**config.mk**
```make
export PLATFORM = sky130hd
export DESIGN_NAME = dds_sched
export DESIGN_NICKNAME = d
export VERILOG_FILES = /design/src/rtl/dds_sched_pkg.sv /design/src/rtl/dds_sched_acc_bank.sv /design/src/rtl/dds_sched.sv
export SDC_FILE = /design/constraint.sdc
export NUM_CORES = 1
export LEC_CHECK = 0
export CAP_MARGIN = 20
export CORE_ASPECT_RATIO = 0.8
export CORE_MARGIN = 2
export CORE_UTILIZATION = 56
export DETAILED_ROUTE_END_ITERATION = 7
export MAX_ROUTING_LAYER = met4
export PLACE_DENSITY = 0.86
export SETUP_SLACK_MARGIN = 0.4
export SYNTH_ARGS = -nofsm -noshare
export SYNTH_HDL_FRONTEND = slang
export SYNTH_SLANG_ARGS = --single-unit
export TNS_END_PERCENT = 20
```
**constraint.sdc**
```tcl
create_clock -name clk -period 4.5 [get_ports clk]
set_input_delay 0.9 -clock clk [delete_from_list [all_inputs] [get_ports clk]]
set_output_delay 0.9 -clock clk [all_outputs]
set_load 0.1 [all_outputs]
```
**src/rtl/dds_sched_pkg.sv**
```systemverilog
// Shared types and defaults for the dds_sched phase-accumulator scheduler.
// Holds the sweep state enum, default parameter values and a clog2 helper.
package dds_sched_pkg;

    typedef enum logic {
        IDLE  = 1'b0,
        SWEEP = 1'b1
    } state_e;

    localparam int DEF_NUM_CHAN        = 4;
    localparam int DEF_ACC_WIDTH       = 32;
    localparam int DEF_PHASE_INC_WIDTH = 30;
    localparam int DEF_OUTPUT_WIDTH    = 3;

    // Bounded loop so the helper elaborates cleanly as a constant function.
    function automatic int clog2(input int value);
        int result;
        result = 0;
        for (int i = 0; i < 31; i++) begin
            if ((1 << i) < value) begin
                result = i + 1;
            end
        end
        return result;
    endfunction

    localparam int DEF_CHAN_WIDTH = clog2(DEF_NUM_CHAN);

endpackage

```
**src/rtl/dds_sched_acc_bank.sv**
```systemverilog
// Per-channel phase accumulator array sharing a single adder.
// One slot is updated per enabled cycle; the MSB slice of the new value is returned.
module dds_sched_acc_bank
    import dds_sched_pkg::*;
#(
    parameter int NUM_CHAN        = DEF_NUM_CHAN,
    parameter int CHAN_WIDTH      = clog2(NUM_CHAN),
    parameter int ACC_WIDTH       = DEF_ACC_WIDTH,
    parameter int PHASE_INC_WIDTH = DEF_PHASE_INC_WIDTH,
    parameter int OUTPUT_WIDTH    = DEF_OUTPUT_WIDTH
) (
    input  logic                       clk,
    input  logic                       reset,
    input  logic                       update_i,
    input  logic [CHAN_WIDTH-1:0]      slot_i,
    input  logic [PHASE_INC_WIDTH-1:0] inc_i,
    input  logic                       enable_i,
    input  logic                       clear_i,
    output logic [OUTPUT_WIDTH-1:0]    phase_o
);

    logic [ACC_WIDTH-1:0] acc_q [NUM_CHAN];
    logic [ACC_WIDTH-1:0] accSel;
    logic [ACC_WIDTH-1:0] accNew;

    // Clear has priority over accumulation; a disabled channel just holds.
    always_comb begin
        accSel = acc_q[slot_i];
        accNew = accSel;
        if (clear_i) begin
            accNew = '0;
        end else if (enable_i) begin
            accNew = accSel + ACC_WIDTH'(inc_i);
        end
    end

    assign phase_o = accNew[ACC_WIDTH-1 -: OUTPUT_WIDTH];

    always_ff @(posedge clk or negedge reset) begin
        if (!reset) begin
            for (int i = 0; i < NUM_CHAN; i++) begin
                acc_q[i] <= '0;
            end
        end else if (update_i) begin
            acc_q[slot_i] <= accNew;
        end
    end

endmodule

```
**src/rtl/dds_sched.sv**
```systemverilog
// Time-multiplexed DDS scheduler: sweeps all channel accumulators once per sample strobe.
// Optional sticky overrun detection is built only when DDS_SCHED_OVERRUN_EN is defined.
module dds_sched
    import dds_sched_pkg::*;
#(
    parameter int NUM_CHAN        = DEF_NUM_CHAN,
    parameter int CHAN_WIDTH      = clog2(NUM_CHAN),
    parameter int ACC_WIDTH       = DEF_ACC_WIDTH,
    parameter int PHASE_INC_WIDTH = DEF_PHASE_INC_WIDTH,
    parameter int OUTPUT_WIDTH    = DEF_OUTPUT_WIDTH
) (
    input  logic                       clk,
    input  logic                       reset,
    input  logic                       sample_valid,
    input  logic                       cfg_valid,
    output logic                       cfg_ready,
    input  logic [CHAN_WIDTH-1:0]      cfg_chan,
    input  logic [PHASE_INC_WIDTH-1:0] cfg_inc,
    input  logic                       cfg_enable,
    input  logic                       cfg_clear,
    output logic                       busy,
    output logic                       out_valid,
    output logic [CHAN_WIDTH-1:0]      out_chan,
    output logic [OUTPUT_WIDTH-1:0]    out_phase,
    output logic                       overrun,
    input  logic                       overrun_clr
);

    localparam logic [CHAN_WIDTH-1:0] LAST_SLOT = CHAN_WIDTH'(NUM_CHAN - 1);

    state_e                    state_q;
    logic [CHAN_WIDTH-1:0]     slot_q;
    logic                      busy_q;
    logic                      outValid_q;
    logic [CHAN_WIDTH-1:0]     outChan_q;
    logic [OUTPUT_WIDTH-1:0]   outPhase_q;
    logic                      cfgReady_q;

    logic [PHASE_INC_WIDTH-1:0] shadowInc_q [NUM_CHAN];
    logic [PHASE_INC_WIDTH-1:0] shadowInc_d [NUM_CHAN];
    logic [NUM_CHAN-1:0]        shadowEn_q;
    logic [NUM_CHAN-1:0]        shadowEn_d;
    logic [NUM_CHAN-1:0]        shadowClr_q;
    logic [NUM_CHAN-1:0]        shadowClr_d;
    logic [PHASE_INC_WIDTH-1:0] activeInc_q [NUM_CHAN];
    logic [NUM_CHAN-1:0]        activeEn_q;
    logic [NUM_CHAN-1:0]        activeClr_q;

    logic                       accept;
    logic                       advance;
    logic                       cfgWrite;
    logic [CHAN_WIDTH-1:0]      nextSlot;
    logic                       update;
    logic [CHAN_WIDTH-1:0]      updSlot;
    logic [PHASE_INC_WIDTH-1:0] updInc;
    logic                       updEn;
    logic                       updClr;
    logic [OUTPUT_WIDTH-1:0]    bankPhase;

    assign accept   = (state_q == IDLE) && sample_valid;
    assign advance  = (state_q == SWEEP) && (slot_q != LAST_SLOT);
    assign cfgWrite = cfg_valid && cfgReady_q;
    assign nextSlot = slot_q + CHAN_WIDTH'(1);
    assign update   = accept || advance;

    // Slot 0 is computed on the acceptance edge itself, so it reads the shadow
    // values that are being copied into the active set on that same edge.
    always_comb begin
        updSlot = nextSlot;
        updInc  = activeInc_q[nextSlot];
        updEn   = activeEn_q[nextSlot];
        updClr  = activeClr_q[nextSlot];
        if (accept) begin
            updSlot = '0;
            updInc  = shadowInc_q[0];
            updEn   = shadowEn_q[0];
            updClr  = shadowClr_q[0];
        end
    end

    // Pending clears are consumed by the copy, then a coincident write lands on top.
    always_comb begin
        shadowInc_d = shadowInc_q;
        shadowEn_d  = shadowEn_q;
        shadowClr_d = shadowClr_q;
        if (accept) begin
            shadowClr_d = '0;
        end
        if (cfgWrite) begin
            shadowInc_d[cfg_chan] = cfg_inc;
            shadowEn_d[cfg_chan]  = cfg_enable;
            if (cfg_clear) begin
                shadowClr_d[cfg_chan] = 1'b1;
            end
        end
    end

    always_ff @(posedge clk or negedge reset) begin
        if (!reset) begin
            for (int i = 0; i < NUM_CHAN; i++) begin
                shadowInc_q[i] <= '0;
                activeInc_q[i] <= '0;
            end
            shadowEn_q  <= '0;
            shadowClr_q <= '0;
            activeEn_q  <= '0;
            activeClr_q <= '0;
        end else begin
            shadowInc_q <= shadowInc_d;
            shadowEn_q  <= shadowEn_d;
            shadowClr_q <= shadowClr_d;
            if (accept) begin
                activeInc_q <= shadowInc_q;
                activeEn_q  <= shadowEn_q;
                activeClr_q <= shadowClr_q;
            end
        end
    end

    // Sweep FSM with registered outputs; the displayed slot tracks the counter.
    always_ff @(posedge clk or negedge reset) begin
        if (!reset) begin
            state_q    <= IDLE;
            slot_q     <= '0;
            busy_q     <= 1'b0;
            outValid_q <= 1'b0;
            outChan_q  <= '0;
            outPhase_q <= '0;
            cfgReady_q <= 1'b0;
        end else begin
            cfgReady_q <= 1'b1;
            if (update) begin
                outPhase_q <= bankPhase;
            end
            case (state_q)
                IDLE: begin
                    if (sample_valid) begin
                        state_q    <= SWEEP;
                        slot_q     <= '0;
                        busy_q     <= 1'b1;
                        outValid_q <= 1'b1;
                        outChan_q  <= '0;
                    end else begin
                        busy_q     <= 1'b0;
                        outValid_q <= 1'b0;
                    end
                end
                SWEEP: begin
                    if (slot_q == LAST_SLOT) begin
                        state_q    <= IDLE;
                        busy_q     <= 1'b0;
                        outValid_q <= 1'b0;
                    end else begin
                        slot_q     <= nextSlot;
                        busy_q     <= 1'b1;
                        outValid_q <= 1'b1;
                        outChan_q  <= nextSlot;
                    end
                end
                default: begin
                    state_q    <= IDLE;
                    busy_q     <= 1'b0;
                    outValid_q <= 1'b0;
                end
            endcase
        end
    end

    dds_sched_acc_bank #(
        .NUM_CHAN        (NUM_CHAN),
        .CHAN_WIDTH      (CHAN_WIDTH),
        .ACC_WIDTH       (ACC_WIDTH),
        .PHASE_INC_WIDTH (PHASE_INC_WIDTH),
        .OUTPUT_WIDTH    (OUTPUT_WIDTH)
    ) uAccBank (
        .clk      (clk),
        .reset    (reset),
        .update_i (update),
        .slot_i   (updSlot),
        .inc_i    (updInc),
        .enable_i (updEn),
        .clear_i  (updClr),
        .phase_o  (bankPhase)
    );

`ifdef DDS_SCHED_OVERRUN_EN
    logic overrun_q;

    // A drop in the same cycle as a clear request keeps the flag set.
    always_ff @(posedge clk or negedge reset) begin
        if (!reset) begin
            overrun_q <= 1'b0;
        end else if ((state_q == SWEEP) && sample_valid) begin
            overrun_q <= 1'b1;
        end else if (overrun_clr) begin
            overrun_q <= 1'b0;
        end
    end

    assign overrun = overrun_q;
`else
    logic unusedOverrunClr;
    assign unusedOverrunClr = overrun_clr;
    assign overrun          = 1'b0;
`endif

    assign cfg_ready = cfgReady_q;
    assign busy      = busy_q;
    assign out_valid = outValid_q;
    assign out_chan  = outChan_q;
    assign out_phase = outPhase_q;

endmodule

```
==> results.py <==
metrics = {
    "floorplan": {
        "ios": 48,
        "die_area_mm2": 0.0355,
        "core.rowCount": 60,
        "start_util": 0.568,
        "die_y_um": 169,
        "core_area_mm2": 0.0336,
        "die_w_um": 210,
    },
    "status": {
        "status": "completed",
    },
    "drt": {
        "via_per_inst": 6.02,
        "dr.pass1.iters": 6,
        "route.vias.total": 15600,
        "ant_nets": 0,
        "wl_per_cell_um": 19.5,
        "totalWireLength_mm": 50.7,
        "route.detailed.drc": 0,
        "first_iter_violations": 1718,
    },
    "sta": {
        "hold_viol": 0,
        "fmax_mhz": 248,
        "relSlewSlack": 0.283,
        "rsz0062_at_grt": "yes",
        "skew_ps": 24.2,
        "drv_slew": 0,
        "period_share": 0.896,
        "worst_slew_pin_slew_ps": 1080,
        "min_period_ps": 4030,
        "setup_viol": 0,
    },
    "synth": {
        "synthFlopType": "dfrtp_1",
        "seq_area_frac_synth": 0.514,
        "synth-edff-count": 0,
        "synth_top_cell_area_share": 0.514,
        "syn-num-nets": 2053,
        "netlist_area_mm2": 0.0191,
        "synth_area_leaders": "dfrtp_1 51%, nand2_1 13%, mux2_2 7.4%, mux4_2 3.7%, o21ai_0 2.7%",
        "ys_warn_count": 0,
        "ys_seq_elements": 391,
        "synth_top_area_cell": "dfrtp_1",
        "async_reset_ff_frac": 1.00,
        "synth_cells": 1982,
        "yosysUniqueCellTypes": 73,
        "post_synth.cell_area_avg_um2": 9.61,
    },
    "placed_design": {
        "dp_hpwl_mm": 31.8,
        "io_buffers": 45,
        "gp_congestion": 0.875,
    },
    "setup_path": {
        "path_buf_inv": 6,
        "path_common_cell": "buf_4",
        "worst_r2r_path_depth": 17,
        "max_stage_delay_ps": 540,
        "cp-end-kind": "register",
        "r2r_end": "uAccBank.acc_q[55]",
        "slowest_stage": "dfrtp_4",
        "cp.required_ps": 4950,
        "crit_chain": "ha_4, clkbuf_4, buf_12, mux4_2, nand2_1, nand2_1, ha_4, buf_4, nand3_1, buf_4, o311a_4, buf_4, o31ai_4, xor2_1, o211ai_1, buf_4, o21ai_1",
        "critPathKind": "register to register",
        "crit_start": "out_chan[1]",
        "path_max_fanout": 9,
        "critPathLaunchType": "register",
        "timing.rr.start": "out_chan[1]",
        "crit_family": "buffers and inverters",
        "r2r_slack_ps": 470,
        "arrival_ps": 4480,
    },
    "clock_network": {
        "hold_buffers": 0,
        "clock-sinks": 391,
        "cts_root_buf": "clkbuf_16",
        "clk_pin_slew_ps": 60,
        "clk_path_buf_depth": 3,
        "numCtsBuffers": 40,
        "cts_tree": "done",
        "clk_latency_ps": 550,
        "htreeDepth": 2,
    },
    "finish": {
        "final_common_cell": "nand2_1",
        "drive_gt1_frac": 0.221,
        "num-nets-final": 2202,
        "antenna_cells": 0,
        "final_cell_mix": "652 x nand2_1, 388 x dfrtp_1, 169 x buf_4, 125 x mux2_2, 103 x o21ai_0",
        "nFillCells": 2371,
        "area_growth_pct": 19.2,
        "utilization": 0.677,
    },
    "global_routing": {
        "grt_pass1_vias": 16000,
        "grt_max_degree": 130,
        "grt_usage": 0.295,
        "grt_pass1_wl_mm": 81.1,
        "overflow": 0,
        "antenna_found_initial": 0,
    },
    "job": {
        "maxCapViolCount": 0,
    },
    "hold_path": {
        "hold_path_class": "input port to async pin",
    },
}
==> cell usage after synthesis (4+ instances only) <==
cell	instances
nand2_1	652
dfrtp_1	391
mux2_2	125
o21ai_0	104
clkbuf_1	83
a21oi_1	81
nor2_1	70
inv_1	49
nor3_1	40
mux2i_1	37
buf_2	32
ha_1	31
mux4_2	31
o21ai_1	24
a21o_1	23
a221oi_1	21
nand3_1	13
nand2b_1	12
o221ai_1	10
or3_1	10
nand4_1	9
xor2_1	9
buf_1	8
nor2b_1	8
o211ai_1	8
o31ai_1	8
o22ai_1	6
a31oi_1	5
and2_1	5
and3_1	4
buf_4	4
or3b_2	4
==> metal layers <==
layer,track usage,routed length [µm],vias up
li1,-,-,7044
met1,0.375,20300,7761
met2,0.491,25400,676
met3,0.0360,3450,129
met4,0.109,1580,0
met5,-,0,-
==> cells by family (layout without fill, tap and decap cells) <==
| group | count (synthesis) | count (layout) | synth area share |
|---|---|---|---|
| AOI/OAI and AO/OA | 335 | 335 | 0.111 |
| xor gates and xnor gates | 13 | 13 | 0.00637 |
| buffers and inverters | 176 | 354 | 0.0376 |
| other | 2 | 2 | 0.000394 |
| DFF | 391 | 391 | 0.514 |
| and+or+nand+nor | 840 | 840 | 0.180 |
| muxes | 193 | 193 | 0.130 |
| adders and majority gates | 32 | 32 | 0.0214 |
==> state kept, by name, summed over array words and instances (netlist names) <==
signal / cells
activeEn_q: 4
cfg_ready: 1
shadowInc_q: 120
activeInc_q: 120
out_valid: 1
shadowClr_q: 4
shadowEn_q: 4
out_chan: 2
activeClr_q: 4
out_phase: 3
uAccBank.acc_q: 128
==> cell type report <==
| class | count | area, µm² | area share |
|---|---|---|---|
| multi-input combinational | 1415 | 8820 | 0.388 |
| clock buffer | 52 | 1120 | 0.0492 |
| sequential | 391 | 9800 | 0.431 |
| clock inverter | 19 | 175 | 0.00772 |
| tap | 434 | 543 | 0.0239 |
| inverter | 49 | 184 | 0.00810 |
| timing repair buffer | 234 | 2070 | 0.0912 |
==> worst max path at each step <==
| stage | end | cells after the start |
|---|---|---|
| floorplan | uAccBank.acc_q[18] | 19 |
| global placement | uAccBank.acc_q[19] | 18 |
| detailed placement | uAccBank.acc_q[83] | 18 |
| CTS | uAccBank.acc_q[27] | 17 |
| global route | uAccBank.acc_q[18] | 19 |
| finish | uAccBank.acc_q[55] | 17 |
==> per-stage QoR <==
| stage | std cells | instance area, µm² | hold WS (ps) | setup TNS [ps] | setup WS [ps] |
|---|---|---|---|---|---|
| floorplan | 1982 | 19200 | 433 | 0 | 394 |
| global placement | 2513 | 21000 | 440 | -16960 | -401 |
| detailed placement | 2513 | 21000 | 449 | -23170 | -448 |
| CTS | 2589 | 22400 | 458 | 0 | 417 |
| global route | 2594 | 22700 | 480 | 0 | 329 |
| finish | 2594 | 22700 | 463 | 0 | 468 |
==> what timing repair did <==
| item | 4_1_cts | 5_1_grt |
|---|---|---|
| pin swaps | 5 | 13 |
| gates resized for setup | 9 | 43 |
| cloned | 2 | 0 |
| setup buffers | 3 | 5 |
| setup endpoints to repair | 78 | 69 |
Power is left out: the tool's default activity adds up to more than one toggle a clock period on the data nets, which glitch-free logic cannot reach.
